$ cat src/rtl/cmd_uart_rcv.sv
// 8N1 UART receiver for the follower command path: presents each good byte on cmd
// with a level cmd_rdy flag, and pulses frm_err / overrun on bad stop bits and lost bytes.
module cmd_uart_rcv #(
  parameter int BAUD_CNT = 2604
) (
  input  logic       clk,
  input  logic       rst_n,
  input  logic       RX,
  input  logic       clr_cmd_rdy,
  output logic [7:0] cmd,
  output logic       cmd_rdy,
  output logic       frm_err,
  output logic       overrun,
  output logic       dbg_state_o
);

  // Handshake: cmd_rdy rises (registered) when a good byte lands in cmd and stays
  // high until a single-cycle clr_cmd_rdy; a completing frame beats a clear in the same cycle.

  localparam int CW = ($clog2(BAUD_CNT + 1) > 12) ? $clog2(BAUD_CNT + 1) : 12;
  localparam logic [CW-1:0] HALF_BIT = CW'(BAUD_CNT / 2);
  localparam logic [CW-1:0] FULL_BIT = CW'(BAUD_CNT);
  localparam logic [3:0]    START_IDX = 4'd0;
  localparam logic [3:0]    STOP_IDX  = 4'd9;

  typedef enum logic {
    IDLE    = 1'b0,
    RECEIVE = 1'b1
  } state_e;

  state_e state_q, state_d;

  logic          rx_meta_q, rx_s_q;
  logic [CW-1:0] baud_q, baud_d;
  logic [3:0]    bit_q, bit_d;
  logic [8:0]    shift_q, shift_d;
  logic [7:0]    cmd_q, cmd_d;
  logic          cmd_rdy_q, cmd_rdy_d;
  logic          frm_err_q, frm_err_d;
  logic          overrun_q, overrun_d;

  logic          tick;
  logic          start_smp;
  logic          stop_smp;
  logic          glitch;
  logic          good_frame;
  logic          bad_frame;
  logic [8:0]    shift_nxt;

  // Two-flop synchronizer; both stages reset to the idle line level.
  always_ff @(posedge clk or negedge rst_n) begin
    if (!rst_n) begin
      rx_meta_q <= 1'b1;
      rx_s_q    <= 1'b1;
    end else begin
      rx_meta_q <= RX;
      rx_s_q    <= rx_meta_q;
    end
  end

  // A sample is taken in the cycle the down-counter would step from 1 to 0.
  assign tick       = (state_q == RECEIVE) && (baud_q == CW'(1));
  assign start_smp  = tick && (bit_q == START_IDX);
  assign stop_smp   = tick && (bit_q == STOP_IDX);
  assign glitch     = start_smp && rx_s_q;
  assign good_frame = stop_smp && rx_s_q;
  assign bad_frame  = stop_smp && !rx_s_q;
  assign shift_nxt  = {rx_s_q, shift_q[8:1]};

  // State register
  always_ff @(posedge clk or negedge rst_n) begin
    if (!rst_n) begin
      state_q <= IDLE;
    end else begin
      state_q <= state_d;
    end
  end

  // Next-state logic
  always_comb begin
    state_d = state_q;
    case (state_q)
      IDLE: begin
        if (!rx_s_q) begin
          state_d = RECEIVE;
        end
      end
      RECEIVE: begin
        if (glitch || stop_smp) begin
          state_d = IDLE;
        end
      end
      default: state_d = IDLE;
    endcase
  end

  // Output / datapath logic
  always_comb begin
    baud_d    = baud_q;
    bit_d     = bit_q;
    shift_d   = shift_q;
    cmd_d     = cmd_q;
    cmd_rdy_d = cmd_rdy_q;
    frm_err_d = 1'b0;
    overrun_d = 1'b0;

    case (state_q)
      IDLE: begin
        baud_d = HALF_BIT;
        bit_d  = 4'd0;
      end
      RECEIVE: begin
        baud_d = baud_q - CW'(1);
        if (tick) begin
          baud_d = FULL_BIT;
          bit_d  = bit_q + 4'd1;
          if (!glitch) begin
            shift_d = shift_nxt;
          end
        end
      end
      default: begin
        baud_d = HALF_BIT;
        bit_d  = 4'd0;
      end
    endcase

    if (clr_cmd_rdy) begin
      cmd_rdy_d = 1'b0;
    end

    // At the stop sample, shift_nxt[7:0] holds data bits 0..7 with the start bit shifted out.
    if (good_frame) begin
      cmd_d     = shift_nxt[7:0];
      cmd_rdy_d = 1'b1;
      overrun_d = cmd_rdy_q && !clr_cmd_rdy;
    end

    if (bad_frame) begin
      frm_err_d = 1'b1;
    end
  end

  always_ff @(posedge clk or negedge rst_n) begin
    if (!rst_n) begin
      baud_q    <= HALF_BIT;
      bit_q     <= 4'd0;
      shift_q   <= 9'd0;
      cmd_q     <= 8'h00;
      cmd_rdy_q <= 1'b0;
      frm_err_q <= 1'b0;
      overrun_q <= 1'b0;
    end else begin
      baud_q    <= baud_d;
      bit_q     <= bit_d;
      shift_q   <= shift_d;
      cmd_q     <= cmd_d;
      cmd_rdy_q <= cmd_rdy_d;
      frm_err_q <= frm_err_d;
      overrun_q <= overrun_d;
    end
  end

  assign cmd         = cmd_q;
  assign cmd_rdy     = cmd_rdy_q;
  assign frm_err     = frm_err_q;
  assign overrun     = overrun_q;
  assign dbg_state_o = state_q;

endmodule

$ cat config.mk
export PLATFORM = sky130hd
export DESIGN_NAME = cmd_uart_rcv
export DESIGN_NICKNAME = d
export VERILOG_FILES = /design/src/rtl/cmd_uart_rcv.sv
export SDC_FILE = /design/constraint.sdc
export NUM_CORES = 1
export LEC_CHECK = 0
export CELL_PAD_IN_SITES_DETAIL_PLACEMENT = 0
export CELL_PAD_IN_SITES_GLOBAL_PLACEMENT = 1
export CORE_ASPECT_RATIO = 0.75
export CORE_MARGIN = 4
export CORE_UTILIZATION = 41
export DETAILED_ROUTE_END_ITERATION = 10
export HOLD_SLACK_MARGIN = 0.05
export PLACE_DENSITY = 0.79
export SYNTH_ARGS = -nofsm -noshare
export SYNTH_HDL_FRONTEND = slang
export SYNTH_SLANG_ARGS = --single-unit
export TNS_END_PERCENT = 1
$ cat constraint.sdc
create_clock -name clk -period 1.9 [get_ports clk]
set_input_delay 0.38 -clock clk [delete_from_list [all_inputs] [get_ports clk]]
set_output_delay 0.38 -clock clk [all_outputs]
set_load 0.01 [all_outputs]
==> flow_summary.yaml <==
timing:
  finalHoldViolCount: 0
  finalCritPeriodShare: 0.986
  final.setup_skew_ns: 0.00199
  slew_violations: 0
  relSlewSlack: 0.596
  rsz0062_at_grt: "yes"
  worst_pin_slew_ns: 0.601
  fin_crit_ns: 1.87
  setup-violations-final: 0
  layout_setup_ws_ns: 0.0261
  fmax_ghz: 0.534
floorplanning:
  start_util: 0.443
  ios: 16
  die_y_um: 63.7
  core-area_mm2: 0.00383
  std_cell_rows: 19
  die_w_um: 82.3
  dieArea_mm2: 0.00524
worst_setup_path:
  worstPathArrival_ns: 2.05
  critPathKind: "flop to flop"
  rr_startpoint: "baud_q[1]"
  worstSetupStartpoint: "baud_q[1]"
  crit_required_ns: 2.08
  cp-start-kind: "flop"
  setup.worst_path.end_class: "flop"
  crit_fanout: 10
pwr:
  total_power_mw: 1.41
  peakVddDrop_uv: 471
  leakagePower_nw: 0.973
  p_int_mw: 1.11
  power_density_mw_per_mm2: 667
  p_sw_frac: 0.214
  pwr-share-seq: 0.576
  switching_power_mw: 0.302
  clkPwrFrac: 0.406
  combinationalPowerShare: 0.018
route:
  route.vias.total: 1116
  drc: 0
  routedWlPerCell_um: 14.5
  ant_nets: 0
  first_pass_iters: 4
  drtIter0Drc: 60
  vias_per_cell: 5.07
  totalWireLength_um: 3190
place:
  dpl_cell_area_mm2: 0.00202
  dp_hpwl_um: 2310
  routabilityCongestion: 0.894
  dp.cells: 212
  port_buffers: 15
  pre_cts_slack_ns: 0.0103
clock_network:
  clk_latency_ns: 0.29
  cts_root_buf: "clkbuf_8"
  clock_sinks: 38
  cts_tree: "built"
  hold_buffers: 0
  postCtsSetupBuffers: 0
  path_clk_slew_ns: 0.07
  cts_buffer_depth: 2
  htree_levels: 2
  cts_made_buffers: 5
finish:
  fillers: 333
  drive_gt1_frac: 0.345
  final_nets: 176
  area_growth_pct: 24.9
  diodes: 0
  final_common_cell: "dfrtp_1"
  stdcell_count: 220
  design_area_mm2: 0.00212
  final_cell_mix: "dfrtp_1 (31), mux2_2 (15), clkdlybuf4s50_1 (14), buf_4 (14), nor2_1 (9)"
logic_synthesis:
  synthCells: 133
  syn_avg_cell_area_um2: 12.8
  ys_ff_latch: 38
  syn_area_mm2: 0.00170
  seq_area_frac_synth: 0.566
  synth_fp_nets: 142
  yosysTopAreaCell: "dfrtp_1"
  synth_edf_count: 0
  yosys_warnings: 0
  netlist_top_cells_area: "dfrtp_1 (46%), dfstp_2 (11%), mux2_2 (10%)"
  synth_top_cell_area_share: 0.457
  ys_types: 39
  synth_top_flop_cell: "dfrtp_1"
  synthArstFlopShare: 1.00
run_status:
  outcome: "finished clean"
global_route:
  grt_pass1_vias: 1159
  grtUsageTotal: 0.144
  antenna_found_initial: 0
  grt_max_degree: 39
  grt-ovfl-total: 0
  grt_pass1_wl_um: 5600
job:
  maxCapViolCount: 0
min_path:
  hp-class: "input pin to async pin"
metal layers:
| metal | track usage | up-vias | routed length (um) |
|---|---|---|---|
| met5 | 0 | - | 0 |
| met3 | 0.0427 | 7 | 134 |
| li1 | - | 538 | - |
| met2 | 0.199 | 22 | 1390 |
| met4 | 0.0726 | 0 | 70 |
| met1 | 0.201 | 549 | 1600 |
cell families (layout without fill, tap and decap cells):
logic type                 count (synthesis)  count (layout)  synth area share
AOI/OAI and AO/OA                         15              15            0.0575
xor gates and xnor gates                   9               9            0.0465
adders and majority gates                  5               5            0.0369
buffers and inverters                     10              45            0.0288
DFF                                       38              38             0.566
muxes                                     17              17             0.111
and+or+nand+nor                           39              39             0.153
final timing paths:
| check | to | slack [ns] | cells past startpoint |
|---|---|---|---|
| max reg2reg | cmd[7] | 0.03 | 7 |
| max in group asynchronous | rx_s_q | 1.42 | 2 |
| min in group clk | rx_s_q | 0.36 | 0 |
| min | baud_q[7] | 0.13 | 2 |
| min reg2reg | rx_s_q | 0.36 | 0 |
| max | cmd[7] | 0.03 | 7 |
flip-flops by register name (all words and copies together), names as in the netlist:
register     flops
overrun          1
bit_q            4
cmd              8
frm_err          1
dbg_state_o      1
rx_meta_q        1
cmd_rdy          1
baud_q          12
shift_q          8
rx_s_q           1
layout make-up:
type | count | area [um^2] | share of cell area
well taps | 52 | 65.1 | 0.0307
multi-input cells | 85 | 703 | 0.332
flip-flops and latches | 38 | 960 | 0.453
clock inverters | 2 | 12.5 | 0.00590
repair buffers | 30 | 270 | 0.128
clock buffers | 6 | 82.6 | 0.0390
inverters | 7 | 26.3 | 0.0124
what timing repair did:
| action | CTS | global route |
|---|---|---|
| pin swaps | 1 | 0 |
| setup endpoints to repair | 1 | 16 |
| gates resized for setup | 0 | 2 |
through the flow:
step	TNS (ns)	util	hold slack, ns
after floorplan	0	-	0.0844
after global placement	0	0.527	0.347
after detailed placement	0	0.527	0.351
after CTS	0	0.552	0.135
after global routing	-0.562	0.554	0.172
final	0	0.554	0.131
Yosys cell counts, types with 3 or more instances:
cell,count
a21oi_1,5
mux2_2,15
nand2_1,4
xnor2_1,6
dfstp_2,7
inv_1,6
o21ai_0,4
xor2_1,3
dfrtp_1,31
ha_1,5
nor3_1,3
nand3_1,4
nor2_1,9
power groups by stage:
stage | logic (mW) | registers, mW | clock network (mW)
after floorplan | 0.00263 | 0.829 | 0
after global placement | 0.0266 | 0.829 | 0
after detailed placement | 0.0269 | 0.830 | 0
after CTS | 0.0269 | 0.814 | 0.596
after global routing | 0.0302 | 0.815 | 0.628
final | 0.0256 | 0.815 | 0.574
worst max-delay path, cell delays in order (launching register included):
cell and delay (ns):
dfstp_2 0.38, inv_1 0.08, ha_1 0.17, nor4b_4 0.24
nand4_2 0.18, nor3_4 0.23, buf_12 0.16, mux2_2 0.34
Power figures use the tool's default switching activity.
